$ cat config.mk
export PLATFORM = sky130hd
export DESIGN_NAME = rx_bit_sequencer
export DESIGN_NICKNAME = d
export VERILOG_FILES = /design/src/rtl/rx_bit_sequencer.sv
export SDC_FILE = /design/constraint.sdc
export NUM_CORES = 1
export LEC_CHECK = 0
export ABC_AREA = 1
export CAP_MARGIN = 20
export CORE_UTILIZATION = 51
export CTS_CLUSTER_DIAMETER = 120
export DETAILED_ROUTE_END_ITERATION = 16
export PLACE_DENSITY = 0.74
export SLEW_MARGIN = 0
export SYNTH_ARGS = -nofsm -noshare
export SYNTH_HDL_FRONTEND = slang
export SYNTH_SLANG_ARGS = --single-unit
$ cat constraint.sdc
create_clock -name clk -period 3.25 [get_ports clk]
set_input_delay 0.975 -clock clk [delete_from_list [all_inputs] [get_ports clk]]
set_output_delay 0.975 -clock clk [all_outputs]
set_load 0.01 [all_outputs]
$ cat src/rtl/rx_bit_sequencer.sv
// Receive-path control FSM: times bit centres after a start edge, strobes data bits, checks stop bit.
// Optional even-parity bit between data and stop enabled by defining RX_PARITY_EN.
module rx_bit_sequencer #(
  parameter int unsigned CLKS_PER_BIT = 10,
  parameter int unsigned DATA_BITS    = 8,
  parameter int unsigned CNT_BITS     = 4
) (
  input  logic clk,
  input  logic n_rst,
  input  logic start_bit_detected,
  input  logic serial_in,
  input  logic rx_abort,
  output logic shift_strobe,
  output logic load_buffer,
  output logic framing_error,
  output logic parity_error,
  output logic busy
);

  typedef enum logic [2:0] {
    S_IDLE,
    S_START,
    S_DATA,
`ifdef RX_PARITY_EN
    S_PARITY,
`endif
    S_STOP,
    S_CHECK
  } state_t;

`ifdef RX_PARITY_EN
  localparam state_t AFTER_DATA = S_PARITY;
  localparam int unsigned BIT_LIMIT = DATA_BITS + 2;
`else
  localparam state_t AFTER_DATA = S_STOP;
  localparam int unsigned BIT_LIMIT = DATA_BITS + 1;
`endif

  localparam logic [CNT_BITS-1:0] ONE       = CNT_BITS'(1);
  localparam logic [CNT_BITS-1:0] CLK_TOP   = CNT_BITS'(CLKS_PER_BIT);
  localparam logic [CNT_BITS-1:0] HALF_M1   = CNT_BITS'(CLKS_PER_BIT / 2 - 1);
  localparam logic [CNT_BITS-1:0] LAST_DATA = CNT_BITS'(DATA_BITS - 1);
  localparam logic [CNT_BITS-1:0] BIT_MAX   = CNT_BITS'(BIT_LIMIT);

  state_t              state_q, state_d;
  logic [CNT_BITS-1:0] clk_cnt_q, clk_cnt_d;
  logic [CNT_BITS-1:0] bit_cnt_q, bit_cnt_d;
  logic                fe_q, fe_d;
  logic                tick;
  logic [CNT_BITS-1:0] clk_inc;
`ifdef RX_PARITY_EN
  logic                par_q, par_d;
  logic                pe_q, pe_d;
`endif

  always_ff @(posedge clk or negedge n_rst) begin
    if (!n_rst) begin
      state_q   <= S_IDLE;
      clk_cnt_q <= '0;
      bit_cnt_q <= '0;
      fe_q      <= 1'b0;
`ifdef RX_PARITY_EN
      par_q     <= 1'b0;
      pe_q      <= 1'b0;
`endif
    end else begin
      state_q   <= state_d;
      clk_cnt_q <= clk_cnt_d;
      bit_cnt_q <= bit_cnt_d;
      fe_q      <= fe_d;
`ifdef RX_PARITY_EN
      par_q     <= par_d;
      pe_q      <= pe_d;
`endif
    end
  end

  assign tick    = (clk_cnt_q == CLK_TOP);
  assign clk_inc = tick ? ONE : clk_cnt_q + ONE;

  always_comb begin
    state_d      = state_q;
    clk_cnt_d    = clk_cnt_q;
    bit_cnt_d    = bit_cnt_q;
    fe_d         = fe_q;
    shift_strobe = 1'b0;
    load_buffer  = 1'b0;
`ifdef RX_PARITY_EN
    par_d        = par_q;
    pe_d         = pe_q;
`endif
    unique case (state_q)
      S_IDLE: begin
        clk_cnt_d = '0;
        bit_cnt_d = '0;
        if (start_bit_detected) begin
          state_d = S_START;
          fe_d    = 1'b0;
`ifdef RX_PARITY_EN
          par_d   = 1'b0;
          pe_d    = 1'b0;
`endif
        end
      end
      // One full period for the start bit, then half a period into data bit 0;
      // bit_cnt==1 marks the second pass. The counter is re-phased to 1 at the strobe.
      S_START: begin
        clk_cnt_d = clk_inc;
        if (tick) bit_cnt_d = bit_cnt_q + ONE;
        if (bit_cnt_q == ONE && clk_cnt_q == HALF_M1) begin
          shift_strobe = 1'b1;
          clk_cnt_d    = ONE;
`ifdef RX_PARITY_EN
          par_d        = par_q ^ serial_in;
`endif
          state_d      = (DATA_BITS == 1) ? AFTER_DATA : S_DATA;
        end
      end
      S_DATA: begin
        clk_cnt_d = clk_inc;
        if (tick) begin
          shift_strobe = 1'b1;
          bit_cnt_d    = bit_cnt_q + ONE;
`ifdef RX_PARITY_EN
          par_d        = par_q ^ serial_in;
`endif
          if (bit_cnt_q == LAST_DATA) state_d = AFTER_DATA;
        end
      end
`ifdef RX_PARITY_EN
      S_PARITY: begin
        clk_cnt_d = clk_inc;
        if (tick) begin
          bit_cnt_d = bit_cnt_q + ONE;
          par_d     = par_q ^ serial_in;
          state_d   = S_STOP;
        end
      end
`endif
      // Flags are registered at the stop sample so they are visible in CHECK.
      S_STOP: begin
        clk_cnt_d = clk_inc;
        if (tick) begin
          bit_cnt_d = bit_cnt_q + ONE;
          fe_d      = fe_q | ~serial_in;
`ifdef RX_PARITY_EN
          pe_d      = pe_q | par_q;
`endif
          state_d   = S_CHECK;
        end
      end
      S_CHECK: begin
`ifdef RX_PARITY_EN
        load_buffer = ~fe_q & ~pe_q;
`else
        load_buffer = ~fe_q;
`endif
        clk_cnt_d = '0;
        bit_cnt_d = '0;
        state_d   = S_IDLE;
      end
      default: begin
        clk_cnt_d = '0;
        bit_cnt_d = '0;
        state_d   = S_IDLE;
      end
    endcase

    if (state_q != S_IDLE && (rx_abort || bit_cnt_q > BIT_MAX)) begin
      state_d      = S_IDLE;
      clk_cnt_d    = '0;
      bit_cnt_d    = '0;
      fe_d         = fe_q;
      shift_strobe = 1'b0;
      load_buffer  = 1'b0;
`ifdef RX_PARITY_EN
      par_d        = par_q;
      pe_d         = pe_q;
`endif
    end
  end

  assign busy          = (state_q != S_IDLE);
  assign framing_error = fe_q;
`ifdef RX_PARITY_EN
  assign parity_error  = pe_q;
`else
  assign parity_error  = 1'b0;
`endif

endmodule

==> results of run 1 <==
-- state kept, by name (all words and copies together), names as in the netlist --
signal and flops:
bit_cnt_q 4, clk_cnt_q 4, framing_error 1, state_q 3
-- cells in the mapped netlist --
cell / count / area (um^2)
nand2_1: 19 / 71.32
inv_1: 15 / 56.30
dfrtp_1: 12 / 300.3
nor2_1: 10 / 37.54
nand3_1: 7 / 35.03
a21oi_1: 6 / 30.03
ha_1: 6 / 75.07
nand2_2: 5 / 31.28
nor2_2: 3 / 18.77
xor2_1: 3 / 26.28
a21boi_0: 2 / 15.01
nand2_4: 2 / 22.52
o21ai_0: 2 / 10.01
buf_4: 1 / 7.510
conb_1: 1 / 3.750
inv_2: 1 / 3.750
nand3_2: 1 / 10.01
nand4_1: 1 / 6.260
nor2_4: 1 / 11.26
nor3_1: 1 / 5.000
nor3_2: 1 / 10.01
nor4_1: 1 / 6.260
o21ai_1: 1 / 5.000
o21ai_2: 1 / 8.760
or2_2: 1 / 6.260
xnor2_1: 1 / 8.760
-- through the flow --
| stage | setup slack [ps] | power [W] |
|---|---|---|
| 6_report | 68.52 | 0.0006242 |
| 5_1_grt | 10.48 | 0.0006804 |
| 4_1_cts | 62.28 | 0.0006304 |
| 3_5_place_dp | -14.99 | 0.0005104 |
| 3_3_place_gp | -16.63 | 0.0005037 |
| 2_1_floorplan | 801.3 | 0.0004315 |
-- metal layers --
metal	vias up	track usage [%]
met5	-	0
met2	17	33.75
li1	357	-
met1	315	26.39
met4	0	7.500
met3	2	3.017
-- kinds of logic (layout without fill, tap and decap cells) --
| family | count (synthesis) | in the layout | share of synthesized area [%] |
|---|---|---|---|
| AO/OA/AOI/OAI | 12 | 12 | 8.371 |
| XOR/XNOR | 4 | 4 | 4.263 |
| adder cells (fa/ha/maj) | 6 | 6 | 9.132 |
| buffers and inverters | 17 | 33 | 8.219 |
| flip-flops | 12 | 12 | 36.53 |
| other | 1 | 1 | 0.4562 |
| AND/OR/NAND/NOR | 53 | 53 | 33.03 |
-- worst reg2reg max path, stage by stage (launching register included) --
cell     delay, ps
dfrtp_1        420
inv_1           80
ha_1           200
o21ai_1        120
nand2_1         70
nand2_2        110
nand2_4         50
buf_4          150
nand2_2         90
nand2_2         70
nand2_1         50
nand2_1         50
-- area by class of cell --
class / instances / area, um^2
Timing Repair Buffer: 13 / 116.4
Multi-Input combinational cell: 76 / 454.2
Clock buffer: 4 / 36.28
Inverter: 16 / 60.06
Fill cell: 141 / 519.2
Tap cell: 16 / 20.02
Sequential cell: 12 / 300.3
-- worst max path at each step --
stage / slack, ps / cells past startpoint / start / to
finish: 70 / 7 / rx_abort / shift_strobe
global route: 10 / 7 / rx_abort / shift_strobe
CTS: 60 / 7 / rx_abort / shift_strobe
detailed placement: -10 / 5 / rx_abort / load_buffer
global placement: -20 / 5 / rx_abort / load_buffer
floorplan: 800 / 3 / rx_abort / load_buffer
-- power breakdown --
part	internal [W]	total [W]	switching, W
clock	0.0000679	0.000118	0.0000500
combinational	0.000116	0.000298	0.000182
sequential	0.000176	0.000208	0.0000322
-- repair_timing --
action	CTS	global route
pin swaps	0	1
hold buffers	0	0
gates resized for setup	1	1
endpoints found under the hold margin	0	0
setup buffers	0	3
endpoints found under the setup margin	1	1
==> results.yml, run 1 <==
floorplan:
  die_area_um2: 1776
  num_io_pins: 10
  core.rowCount: 14
  initial_utilization_pct: 54.57
  core_area_um2: 1506
  die_width_um: 42.15
  die_h_um: 42.15
timing:
  final.period_utilization_pct: 97.89
  report.final.slew_viol_count: 0
  fin_crit_ps: 3181
  fin_skew_ps: 6.003
  hold_viol_final: 0
  slew-limit-headroom_pct: 63.52
  rsz0062_at_grt: "false"
  finalSetupViolCount: 0
  fin_setup_tns_ps: 0
  timing_worst_slew_pin_value_ps: 545.5
  highest_clock_rate_mhz: 314.3
  whs_ps: 573.1
placement:
  post-place-cells: 130
  numPortBuffers: 8
  placed_area_um2: 929.6
  finalWeightedCongestion: 0.7914
  detailedPlacementHpwl_mm: 1.184
clock_tree:
  cts_tree: "yes"
  ctsRootBufferMaster: "clkbuf_4"
  clock_tree.htree_level_count: 1
  clock_path_buffers: 2
  clk_pin_slew_ps: 70
  cts_bufs_inserted: 3
  worst_skew_pair.late_latency_ps: 270
  clkSinkCount: 12
worst_setup_path:
  critical-path-top-delay-family: "buffers and inverters"
  reg2reg_from: "bit_cnt_q[0]"
  worst-endpoint-required_ps: 2270
  critPathBufInv: 4
  critPathCaptureType: "output port"
  worstReg2RegEnd: "state_q[1]"
  worst_path_largest_cell_delay_ps: 520
  r2r.worst_path.cells: 11
  worst-path-max-fanout: 3
  crit_slowest_cell: "clkdlybuf4s50_1"
  worst-setup-path-type: "input port to output port"
  timing.critical_path.cells: "clkdlybuf4s50_1 > inv_1 > nand2_2 > nand2_4 > nand2_1 > inv_1 > clkdlybuf4s50_1"
  worst_ep_arrival_time_ps: 2210
  setup.reg_to_reg.worst_slack_ps: 1680
  crit_path_start_kind: "input port"
finish:
  most-common-layout-cells: "19 x nand2_1, 15 x inv_1, 12 x dfrtp_1, 10 x nor2_1"
  ratio_of_cells_with_drive_above_1_in_the_final_layout_pct: 20.66
  layout_utilization_pct: 65.53
  final_common_cell: "nand2_1"
  fin_cells: 137
  ant_diodes: 0
  stdcell_area_um2: 987.2
  syn2layout_area_growth_pct: 20.09
  fin_nets: 133
logic_synthesis:
  postSynthNetCount: 116
  synth.lib_cells_used.distinct: 26
  synth_warnings: 0
  mapped_cells: 105
  synth.ff_latch_count: 12
  post_synth.cell_area_avg_um2: 7.829
  synth.cell_area_um2: 822.0
  ys_seq_area_share_pct: 36.53
global_routing:
  grt_pass1_vias: 674
  grt_start_max_net_pins: 13
  antenna_found_initial: 0
  grt_pass1_wl_mm: 2.746
  grt_util_overall_pct: 20.15
  grt.overflow.total: 0
detailed_routing:
  wirelength_met1_um: 741
  initial_drc_count: 6
  total_number_of_vias: 691
  dr_pass1_iterations: 4
  totalWireLength_mm: 1.562
  detail_route.wl_per_cell_um: 11.40
  routed.top_layer: "met4"
  drcViolationCount: 0
  routed_wl_met2_um: 751
  route.met3.wl_um: 61
  drt-vias-per-instance: 5.044
  antenna_violating_nets_post_route: 0
worst_hold_path:
  hold_path_startpoint: "state_q[0]"
  worst_hold_path.num_cells: 2
  whs_endpoint: "state_q[0]"
  hold_class: "flip-flop to flip-flop"
pwr:
  leakage_nw: 0.4834
  power_density_nw_per_um2: 632.3
  worst_ir_drop_vdd_uv: 497.0
status:
  status: "completed"
flow_run:
  maxCapViolCount: 0
Note: power is estimated with default switching activity, not from simulation.
==> run 2, diff against run 1 <==
Settings changed: SETUP_SLACK_MARGIN from default to 0.5.
==> results.yml, run 2 (synthesis results as in run 1) <==
global_routing:
  grt_util_overall_pct: 21.23
  grt.overflow.total: 0
  grt_pass1_vias: 681
  antenna_found_initial: 0
  grt_start_max_net_pins: 13
  grt_pass1_wl_mm: 2.891
detailed_routing:
  totalWireLength_mm: 1.722
  detail_route.wl_per_cell_um: 12.57
  antenna_violating_nets_post_route: 0
  total_number_of_vias: 703
  dr_pass1_iterations: 4
  initial_drc_count: 14
  drcViolationCount: 0
  drt-vias-per-instance: 5.131
finish:
  reg.largest.list: "bit_cnt_q: 4 flops, clk_cnt_q: 4 flops, state_q: 3 flops"
  ratio_of_cells_with_drive_above_1_in_the_final_layout_pct: 23.97
  syn2layout_area_growth_pct: 20.24
  final_common_cell: "nand2_1"
  fin_cells: 137
  ant_diodes: 0
  fin_nets: 133
  most-common-layout-cells: "19 x nand2_1, 15 x inv_1, 12 x dfrtp_1, 10 x nor2_1, 7 x nand3_1"
worst_setup_path:
  crit_slowest_cell: "dlygate4sd2_1"
  setup.reg_to_reg.worst_slack_ps: 1470
  timing.critical_path.from: "rx_abort"
  timing.critical_path.cells: "dlygate4sd2_1 > inv_1 > nand2_2 > nor4_2 > buf_2"
  worst-setup-path-type: "input port to output port"
  reg2reg_from: "bit_cnt_q[1]"
  critPathCaptureType: "output port"
  critical_path_capture_point: "load_buffer"
  crit_path_start_kind: "input port"
  worst-endpoint-required_ps: 2270
  r2r.worst_path.cells: 10
  worst_path_largest_cell_delay_ps: 230
  worst_ep_arrival_time_ps: 1680
  worst-path-max-fanout: 3
  worstReg2RegEnd: "state_q[2]"
pwr:
  internal_power_w: 0.0003606
  switchingPower_w: 0.0002773
  leakage_nw: 0.4885
  worst_ir_drop_vdd_uv: 522.3
  combPwrFrac_pct: 48.3
  power_density_nw_per_um2: 645.4
  power_frac_clock_pct: 18.7
  power.switching_fraction_pct: 43.48
  power_frac_seq_pct: 33.0
placement:
  numPortBuffers: 8
  finalWeightedCongestion: 0.7914
  dpl_worst_slack_ps: -14.99
  post-place-cells: 130
  detailedPlacementHpwl_mm: 1.184
floorplan:
  num_io_pins: 10
  initial_utilization_pct: 54.57
  die_h_um: 42.15
  die_width_um: 42.15
  core.rowCount: 14
  die_area_um2: 1776
  core_area_um2: 1506
timing:
  fin_crit_ps: 2659
  report.final.slew_viol_count: 0
  slew-limit-headroom_pct: 62.88
  rsz0062_at_grt: "true"
  finalSetupViolCount: 0
  fin_skew_ps: 5.996
  layout_setup_ws_ps: 590.8
  final.period_utilization_pct: 81.82
  hold_viol_final: 0
  highest_clock_rate_mhz: 376.1
  timing_worst_slew_pin_value_ps: 555.0
clock_tree:
  hold_buffer_count_at_cts: 0
  clock_path_buffers: 2
  clkSinkCount: 12
  cts_tree: "yes"
  worst_skew_pair.late_latency_ps: 270
  ctsRootBufferMaster: "clkbuf_4"
  clk_pin_slew_ps: 80
  cts_bufs_inserted: 3
  clock_tree.htree_level_count: 1
worst_hold_path:
  hold_class: "flip-flop to flip-flop"
status:
  status: "completed"
flow_run:
  maxCapViolCount: 0
run 2: cell types whose count changed in the layout (fill, tap and decap cells not counted), sizes merged:
cell           before  now
clkdlybuf4s50       7    5
buf                 5    7
run 2: worst max-delay path, delay by kind of cell:
family	cells	cell delay (ps)
and+or+nand+nor	2	250
buffers and inverters	3	460
run 2: cell type report:
cell class,instances,area [um^2]
fill,135,518.0
multi-input combinational,76,465.4
sequential,12,300.3
timing repair buffer,13,106.4
inverter,16,60.06
clock buffer,4,36.28
tap,16,20.02
run 2: worst min path at each step:
stage,startpoint,to,slack [ps],depth (start not counted)
2_1_floorplan,state_q[1],state_q[1],510,2
3_3_place_gp,state_q[1],state_q[1],550,2
3_5_place_dp,state_q[0],state_q[0],560,2
4_1_cts,state_q[1],state_q[1],580,2
5_1_grt,state_q[1],state_q[1],600,2
6_report,state_q[1],state_q[1],580,2
run 2: through the flow:
step	TNS [ps]	total power (W)	util, %	cell area (um^2)	hold WS, ps
after floorplan	0	0.0004315	-	822.0	514.7
after global placement	-16.63	0.0005037	61.71	929.6	546.9
after detailed placement	-14.99	0.0005104	61.71	929.6	560.1
after CTS	0	0.0006329	65.28	983.4	578.5
after global routing	0	0.0006854	65.61	988.4	601.0
final	0	0.0006379	65.61	988.4	579.7
run 2: power groups by stage:
| stage | logic, W | registers, W | clock network, W |
|---|---|---|---|
| final | 0.000308 | 0.000210 | 0.000119 |
| after global routing | 0.000348 | 0.000212 | 0.000126 |
| after CTS | 0.000304 | 0.000209 | 0.000120 |
| after detailed placement | 0.000300 | 0.000210 | 0 |
| after global placement | 0.000295 | 0.000209 | 0 |
| after floorplan | 0.000229 | 0.000203 | 0 |
run 2: what timing repair did:
action	in CTS	in global routing
pin swaps	3	1
setup buffers	3	0
setup endpoints to repair	2	2
resized for setup	11	2
run 2: routing by layer:
layer | global-route usage (%) | vias to the layer above | share of wire, % | wire, um
met5 | 0 | - | 0 | 0
met4 | 7.500 | 0 | 1.3 | 23
met3 | 3.017 | 6 | 3.6 | 62
met2 | 35.94 | 19 | 49 | 850
met1 | 27.78 | 317 | 46 | 785
li1 | - | 361 | - | -
==> run 3, diff against run 2 <==
Clock period 3.25 ns to 2.7 ns, I/O delays scaled along.
==> results.yml, run 3 (synthesis results as in run 1) <==
floorplan:
  die_h_um: 42.15
  num_io_pins: 10
  core.rowCount: 14
  initial_utilization_pct: 54.57
  die_area_um2: 1776
  die_width_um: 42.15
  core_area_um2: 1506
finish:
  stdcell_area_um2: 1214
  fin_nets: 153
  final_common_cell: "buf_4"
  ratio_of_cells_with_drive_above_1_in_the_final_layout_pct: 43.26
  area_of_combinational_cells_with_multiple_inputs_um2: 528.0
  reg.largest.list: "bit_cnt_q: 4 flops, clk_cnt_q: 4 flops, state_q: 3 flops"
  most-common-layout-cells: "23 x buf_4, 19 x nand2_1, 10 x inv_1, 10 x nor2_1, 10 x dfrtp_1"
  fill_cells: 98
  syn2layout_area_growth_pct: 47.64
  ant_diodes: 0
  final-seq-area_um2: 302.8
timing:
  slew-limit-headroom_pct: 62.54
  fin_crit_ps: 2462
  fin_skew_ps: 12.06
  hold_viol_final: 0
  highest_clock_rate_mhz: 406.2
  finalSetupViolCount: 0
  rsz0062_at_grt: "true"
  final.period_utilization_pct: 91.19
  report.final.slew_viol_count: 0
  fin_setup_tns_ps: 0
  whs_ps: 563.9
  timing_worst_slew_pin_value_ps: 560.1
global_routing:
  grt_util_overall_pct: 26.27
  grt_pass1_vias: 768
  antenna_found_initial: 0
  grt_start_max_net_pins: 13
  grt.overflow.total: 0
  grt_pass1_wl_mm: 3.381
clock_tree:
  clkSinkCount: 12
  ctsRootBufferMaster: "clkbuf_4"
  worst_skew_pair.late_latency_ps: 280
  hold_buffer_count_at_cts: 0
  cts_tree: "yes"
  clock_path_buffers: 2
  clock_tree.htree_level_count: 1
  cts_bufs_inserted: 3
  clk_pin_slew_ps: 90
worst_setup_path:
  worst-path-max-fanout: 2
  worstReg2RegEnd: "clk_cnt_q[0]"
  reg2reg_from: "bit_cnt_q[1]"
  worst-setup-path-type: "flip-flop to flip-flop"
  critical_path_capture_point: "clk_cnt_q[0]"
  critPathCaptureType: "flip-flop"
  worst-endpoint-required_ps: 2900
  r2r.worst_path.cells: 16
  timing.critical_path.from: "bit_cnt_q[1]"
  worst_ep_arrival_time_ps: 2670
  crit_path_start_kind: "flip-flop"
  setup.reg_to_reg.worst_slack_ps: 240
pwr:
  worst_ir_drop_vdd_uv: 587.1
  leakage_nw: 0.5862
  fin_total_pwr_w: 0.0007992
  power_density_nw_per_um2: 658.5
worst_hold_path:
  worst_hold_path.num_cells: 2
  hold_class: "flip-flop to flip-flop"
detailed_routing:
  antenna_violating_nets_post_route: 0
  initial_drc_count: 24
  total_number_of_vias: 829
  detail_route.wl_per_cell_um: 15.24
  dr_pass1_iterations: 7
  drcViolationCount: 0
  totalWireLength_mm: 2.393
  drt-vias-per-instance: 5.280
flow_run:
  maxCapViolCount: 0
placement:
  numPortBuffers: 8
  placed_area_um2: 944.7
  finalWeightedCongestion: 0.7812
  detailedPlacementHpwl_mm: 1.201
status:
  status: "completed"
-- run 3: cell count changes in the layout (fill, tap and decap cells not counted), moves of 2 or more --
cell | previous run | this run
buf_4 | 5 | 23
buf_6 | 0 | 2
dfrtp_1 | 12 | 10
dfrtp_2 | 0 | 2
ha_1 | 6 | 4
ha_4 | 0 | 2
inv_1 | 15 | 10
inv_2 | 1 | 5
-- run 3: worst max-delay path, cell delays in order, from the launching register on --
cell and delay (ps):
dfrtp_1 400, inv_2 90, ha_4 160, inv_4 40, nor3_4 190, nand3_2 120
buf_6 130, buf_4 130, buf_4 120, buf_4 120, buf_4 120, buf_4 130
buf_4 120, buf_4 130, buf_4 130, buf_6 110, a21oi_2 130
-- run 3: final cells by class --
cell class	count	share of cell area [%]
tap	16	1.649
timing repair buffer	33	21.75
sequential	12	24.95
clock buffer	4	2.990
multi-input combinational	76	43.51
inverter	16	5.155
-- run 3: repair_timing --
item | CTS | global route
setup endpoints to repair | 3 | 3
buffers inserted | 17 | 4
hold endpoints to repair | 0 | 0
gates resized for setup | 19 | 17
pin swaps | 2 | 7
-- run 3: report_power, final --
group,switching (W),internal [W],total (W)
logic,0.000246,0.000146,0.000392
clock network,0.0000683,0.0000820,0.000150
registers,0.0000448,0.000212,0.000257
total,0.000359,0.000440,0.000799
-- run 3: metrics by stage --
step	setup slack (ps)	utilization [%]	std cells
6_report	238.0	80.56	157
5_1_grt	181.3	80.56	157
4_1_cts	350.2	74.25	153
3_5_place_dp	-225.4	62.71	132
3_3_place_gp	-235.0	62.71	132
2_1_floorplan	581.3	-	105
-- run 3: routing by layer --
layer	GRT usage, %	share of wire, %
met3	3.879	4.7
met4	17.50	2.8
met2	45.00	50
met1	30.11	43
met5	0	0
-- run 3: worst min path at each step --
stage	endpoint	slack (ps)	startpoint
6_report	state_q[1]	560	state_q[1]
4_1_cts	state_q[1]	570	state_q[1]
5_1_grt	state_q[1]	590	state_q[1]
3_5_place_dp	state_q[1]	550	state_q[1]
2_1_floorplan	bit_cnt_q[0]	510	n_rst
3_3_place_gp	state_q[1]	540	state_q[1]
==> patch 1, RTL diff (flow settings as in run 3) <==
Change the parameter `CNT_BITS` from 4 to 6.
--- a/src/rtl/rx_bit_sequencer.sv
+++ b/src/rtl/rx_bit_sequencer.sv
@@ -4,5 +4,5 @@
   parameter int unsigned CLKS_PER_BIT = 10,
   parameter int unsigned DATA_BITS    = 8,
-  parameter int unsigned CNT_BITS     = 4
+  parameter int unsigned CNT_BITS     = 6
 ) (
   input  logic clk,
Function: same outputs for any inputs over 10 cycles, from zero or initial values and one cycle with n_rst low; that may be too few to reach the edited logic, so the function may still have changed.
==> patch 1 against run 3 <==
  * Sequential power is 16% higher
  * Design area increased by 27%
  * Sequential cell count is 4 higher
  * Non-clock buffer count rose by 3
  * Routed wire length rose by 28%
  * Power up 17%
  * Count of clock-buffer cells in the layout unchanged
  * Worst setup slack got worse by 0.075 ns
  * Largest power group unchanged
  * Synthesized area is 28% higher
  * Critical path type is now reg2out
  * Maximum frequency shrank 2.9%
==> patch 1: results (changes against run 3) <==
Detailed routing
  – Routed wire per std cell: 16.1 um (+5.3%)
  – Initial DRC count: 21 (-13%)
  – Vias: 1,045 (+26%)
  – First-pass DRT Iterations: 4 (-3)
  – Drt drc: 0 (unchanged)

Clocking
  – Worst skew pair latency: 0.32 ns (+0.04 ns)
  – Clock Path Buffers: 2 (unchanged)
  – Clock Tree Root: clkbuf_4
  – CTS buffer count: 3 (unchanged)
  – CTS resizes: 25 (+6)
  – Clk pin slew, worst setup/hold paths: 0.09 ns (about the same)
  – Postcts setup bufs: 24 (+7)
  – H-tree depth: 1 (unchanged)

Worst setup path
  – Reg2reg path depth: 17 (+1)
  – Reg2reg setup slack: 0.27 ns (+0.03 ns)
  – CP top delay family: simple AND/OR/NAND/NOR gates
  – Worst r2r dst: clk_cnt_q[1]$_DFF_PN0_
  – Crit path DAT: 1.73 ns (-0.94 ns)
  – Crit. Startpoint: clk_cnt_q[1]$_DFF_PN0_
  – CP max stage cell: dfrtp_1
  – Crit path to: shift_strobe
  – CP max stage delay: 0.42 ns (+0.02 ns)
  – R2r startpoint: clk_cnt_q[1]$_DFF_PN0_
  – CP max FO: 2 (unchanged)

Place
  – Post-DP HPWL: 1.60 mm (+33%)
  – Cells after DPL: 162 (+23%)
  – Buffers on Ports: 8 (unchanged)
  – RePlAce Congestion: 0.843 (+7.9%)

Cells and area
  – Final nets: 176 (+15%)
  – # diodes: 0 (unchanged)
  – Fraction of layout instances using a drive strength above 1: 0.494 (+0.0613)
  – Layout fillers: 127 (+30%)
  – Finished Layout Cells: 191 (+22%)
  – Largest regs: bit_cnt_q (6), clk_cnt_q (6), state_q (3)

Power
  – Internal power: 500 uW (+14%)
  – VDD IR max: 504 uV (-14%)
  – Leak Pwr: 0.686 nW (+17%)

Global route
  – First-pass GRT wire length: 4.13 mm (+22%)
  – Vias in the first global route: 975 (+27%)
  – Antenna violations before repair: 0 (unchanged)
  – Largest net degree at the start of global routing: 17 (+4)
  – Total GRT Usage: 0.279 (+0.0168)

Synthesis
  – Post-synthesis sequential area ratio: 0.382 (+0.0166)
  – Post-synth top cells: nand2_1, nor2_1, dfrtp_1
  – Number of unique standard cell types used by synthesis: 31 (+19%)
  – Yosys warnings: 0 (unchanged)
  – Cell count after synthesis: 123 (+17%)
  – Fraction of registers with async set/reset: 1.00 (unchanged)
  – Synth top area cells: dfrtp_1, ha_1, nand2_1

Timing
  – Worst-margin pin slew: 0.758 ns (+0.198 ns)
  – Skew final: 0.0136 ns (+0.00152 ns)

Status
  – Outcome: finished clean

Hold path
  – Worst hold path class: reg2reg

Die
  – Initial core utilization: 0.540 (-0.00573)
[patch 1: cell count changes after synthesis, moves of 4 or more]
cell / change
nor2_1: +7
inv_2: +5
a21oi_1: -5
nand4_1: +4
inv_1: -4
dfrtp_1: +4
[patch 1: power by group through the flow]
stage / combinational, mW / sequential, mW / clock [mW]
5_1_grt: 0.494 / 0.301 / 0.184
6_report: 0.463 / 0.298 / 0.173
4_1_cts: 0.408 / 0.293 / 0.168
2_1_floorplan: 0.302 / 0.291 / 0
3_5_place_dp: 0.395 / 0.296 / 0
3_3_place_gp: 0.382 / 0.295 / 0
[patch 1: how the worst min path moves through the flow]
stage / startpoint / slack (ns) / end / depth (start not counted)
6_report: bit_cnt_q[2]$_DFFE_PN0P_ / 0.61 / bit_cnt_q[2]$_DFFE_PN0P_ / 2
5_1_grt: state_q[0]$_DFFE_PN0P_ / 0.64 / state_q[0]$_DFFE_PN0P_ / 2
4_1_cts: bit_cnt_q[3]$_DFFE_PN0P_ / 0.59 / bit_cnt_q[3]$_DFFE_PN0P_ / 2
3_5_place_dp: bit_cnt_q[3]$_DFFE_PN0P_ / 0.56 / bit_cnt_q[3]$_DFFE_PN0P_ / 2
3_3_place_gp: framing_error$_DFFE_PN0P_ / 0.55 / framing_error$_DFFE_PN0P_ / 2
2_1_floorplan: n_rst / 0.51 / bit_cnt_q[0]$_DFFE_PN0P_ / 0
[patch 1: logic make-up after synthesis]
group                      count (synthesis)  synth area share
other                                      1           0.00358
and+or+nand+nor                           70             0.394
adders and majority gates                  6            0.0716
xor gates and xnor gates                   2            0.0167
DFF                                       16             0.382
buffers and inverters                     18            0.0680
AOI/OAI and AO/OA                         10            0.0644
[patch 1: metal layers]
| layer | wire length [um] | vias up | track usage |
|---|---|---|---|
| met5 | 0 | - | 0 |
| li1 | - | 475 | - |
| met2 | 1630 | 35 | 0.468 |
| met1 | 1230 | 521 | 0.319 |
| met3 | 101 | 14 | 0.0615 |
| met4 | 104 | 0 | 0.177 |
[patch 1: layout make-up]
cell class,instances,area (um^2),area share
multi-input combinational,91,666,0.430
sequential,16,403,0.261
timing repair buffer,36,344,0.222
inverter,17,63.8,0.0413
clock buffer,4,36.3,0.0235
tap,27,33.8,0.0218
[patch 1: worst min-delay path, cell delays in order (launching register included)]
cell	delay (ns)
dfrtp_1	0.43
inv_2	0.09
a21oi_1	0.06
[patch 1: metrics by stage]
stage	util	cell area [um^2]	hold slack, ns	TNS (ns)	setup WS, ns
final	0.796	1550	0.611	0	0.163
after floorplan	-	1060	0.512	0	0.502
after detailed placement	0.613	1190	0.561	-0.872	-0.451
after global routing	0.796	1550	0.637	0	0.114
after global placement	0.613	1190	0.546	-0.823	-0.431
after CTS	0.738	1430	0.587	0	0.267
==> patch 2, RTL diff (settings of run 3) <==
Made on the original files. Register the output `busy`, cleared by the reset; this adds one clock of latency there. The other outputs are not delayed to match.
--- a/src/rtl/rx_bit_sequencer.sv
+++ b/src/rtl/rx_bit_sequencer.sv
@@ -181,5 +181,11 @@
   end
 
-  assign busy          = (state_q != S_IDLE);
+  always_ff @(posedge clk or negedge n_rst) begin
+    if (!n_rst) begin
+      busy <= '0;
+    end else begin
+      busy <= (state_q != S_IDLE);
+    end
+  end
   assign framing_error = fe_q;
 `ifdef RX_PARITY_EN
Formal check against the unedited RTL: not equivalent (Yosys sat finds a counterexample within 4 cycles, from zero or initial values and one cycle with n_rst low).
==> patch 2 against run 3 <==
  * Critical endpoint is now load_buffer
  * Largest cell class unchanged
  * Via count is 0.84% higher
  * Power rose by 0.77%
  * Sequential cell count increased by 1
  * Synthesized area is 8.2% higher
  * Clock skew fell by 0.0044 ns
  * Worst setup slack better by 0.14 ns
  * Routed wire length shrank 11%
  * Highest routed layer unchanged
  * Die area increased by 7.8%
  * Design area is 0.72% higher
  * Global-route usage is 4.5 points lower
==> patch 2: results (changes against run 3) <==
Status
  – Outcome: finished clean

Detailed routing
  – Vias/cell: 5.29 (+0.21%)
  – Metal3 WL: 125 um (+11%)
  – First-pass DRT Iterations: 4 (-3)
  – WL final: 2.13 mm (-11%)
  – DRT met1 WL: 910 um (-11%)
  – Top Layer Used: met4
  – Wire length on met2: 1.06 mm (-11%)
  – Initial DRC count: 25 (+4.2%)

Worst setup path
  – Crit path DAT: 1.51 ns (-1.16 ns)
  – Worst r2r dst: framing_error$_DFFE_PN0P_
  – CP max stage delay: 0.24 ns (-0.16 ns)
  – Reg2reg setup slack: 0.47 ns (+0.23 ns)
  – Crit. Startpoint: rx_abort
  – Reg2reg path depth: 17 (+1)
  – CP max FO: 3 (+1)
  – R2r startpoint: bit_cnt_q[0]$_DFFE_PN0P_
  – CP top delay family: buffers and inverters
  – Crit path to: load_buffer
  – CP max stage cell: dlygate4sd2_1

Cells and area
  – Finished Layout Cells: 158 (+0.64%)
  – Fraction of layout instances using a drive strength above 1: 0.394 (-0.0383)
  – Final nets: 154 (+0.65%)
  – # diodes: 0 (unchanged)

Clocking
  – Clk pin slew, worst setup/hold paths: 0.09 ns (about the same)
  – Clock Tree Root: clkbuf_4

Synthesis
  – Cell count after synthesis: 115 (+9.5%)
  – Synth top area cells: dfrtp_1, nand2_1, ha_1
  – Number of unique standard cell types used by synthesis: 27 (+3.8%)
  – Top FF cell, synth: dfrtp_1
  – Post-synth top cells: nand2_1, nor2_1, inv_1
  – Syn nets: 126 (+8.6%)
  – Post-synthesis sequential area ratio: 0.366 (+0.000385)

Timing
  – Tmin final: 2.32 ns (-0.141 ns)
  – Worst hold slack: 0.557 ns (-0.00726 ns)
  – Skew final: 0.00765 ns (-0.00440 ns)
  – Slew margin rel.: 0.610 (-0.0157)

Hold path
  – Hold Crit Start: framing_error$_DFFE_PN0P_
  – Hold worst-path end: framing_error$_DFFE_PN0P_
  – WHS Path Cells: 2 (unchanged)

Global route
  – GR met2 Demand/Resource: 0.346 (-0.104)
  – Largest net degree at the start of global routing: 14 (+1)
  – Met3 Usage GRT: 0.0375 (-0.00129)
  – First-pass GRT wire length: 3.04 mm (-10%)
  – GR Util met1: 0.289 (-0.0124)
  – Total GRT Usage: 0.217 (-0.0455)
  – Vias in the first global route: 720 (-6.3%)
  – Antenna violations before repair: 0 (unchanged)

Place
  – DP Area: 1000 um^2 (+6.4%)
  – Worst slack, placed: -0.266 ns (-0.0403 ns)
  – Post-DP HPWL: 1.30 mm (+8.2%)
  – Cells after DPL: 141 (+6.8%)
  – RePlAce Congestion: 0.860 (+10%)

Power
  – Internal power: 464 uW (+5.6%)
  – P_comb: 418 uW (+6.6%)
  – Leak Pwr: 0.605 nW (+3.1%)
  – Power, Total: 805 uW (+0.77%)
  – Seq pwr share: 0.323 (+0.002)
  – VDD IR max: 412 uV (-30%)
[patch 2: changes by cell type after synthesis, sizes merged, moves of 2 or more]
cell,delta
a21boi,-2
nand4,+2
nand3,+3
nor2,+8
nand3b,+3
a21oi,-5
[patch 2: cell type report]
type / count / area [um^2]
clock buffers: 4 / 26.3
fillers: 99 / 337
inverters: 17 / 66.3
multi-input cells: 84 / 584
flip-flops and latches: 13 / 327
well taps: 16 / 20.0
repair buffers: 24 / 199
[patch 2: repair_timing]
item | in CTS | in global routing
setup endpoints to repair | 2 | 6
buffers inserted | 11 | 2
pin swaps | 4 | 12
resized for setup | 15 | 25
[patch 2: cells by family (layout without fill, tap and decap cells)]
group | after synthesis | in the layout | share of synthesized area
other | 1 | 1 | 0.00422
DFF | 13 | 13 | 0.366
xor gates and xnor gates | 4 | 4 | 0.0394
AOI/OAI and AO/OA | 6 | 6 | 0.0422
buffers and inverters | 18 | 45 | 0.0802
and+or+nand+nor | 67 | 67 | 0.384
adders and majority gates | 6 | 6 | 0.0844
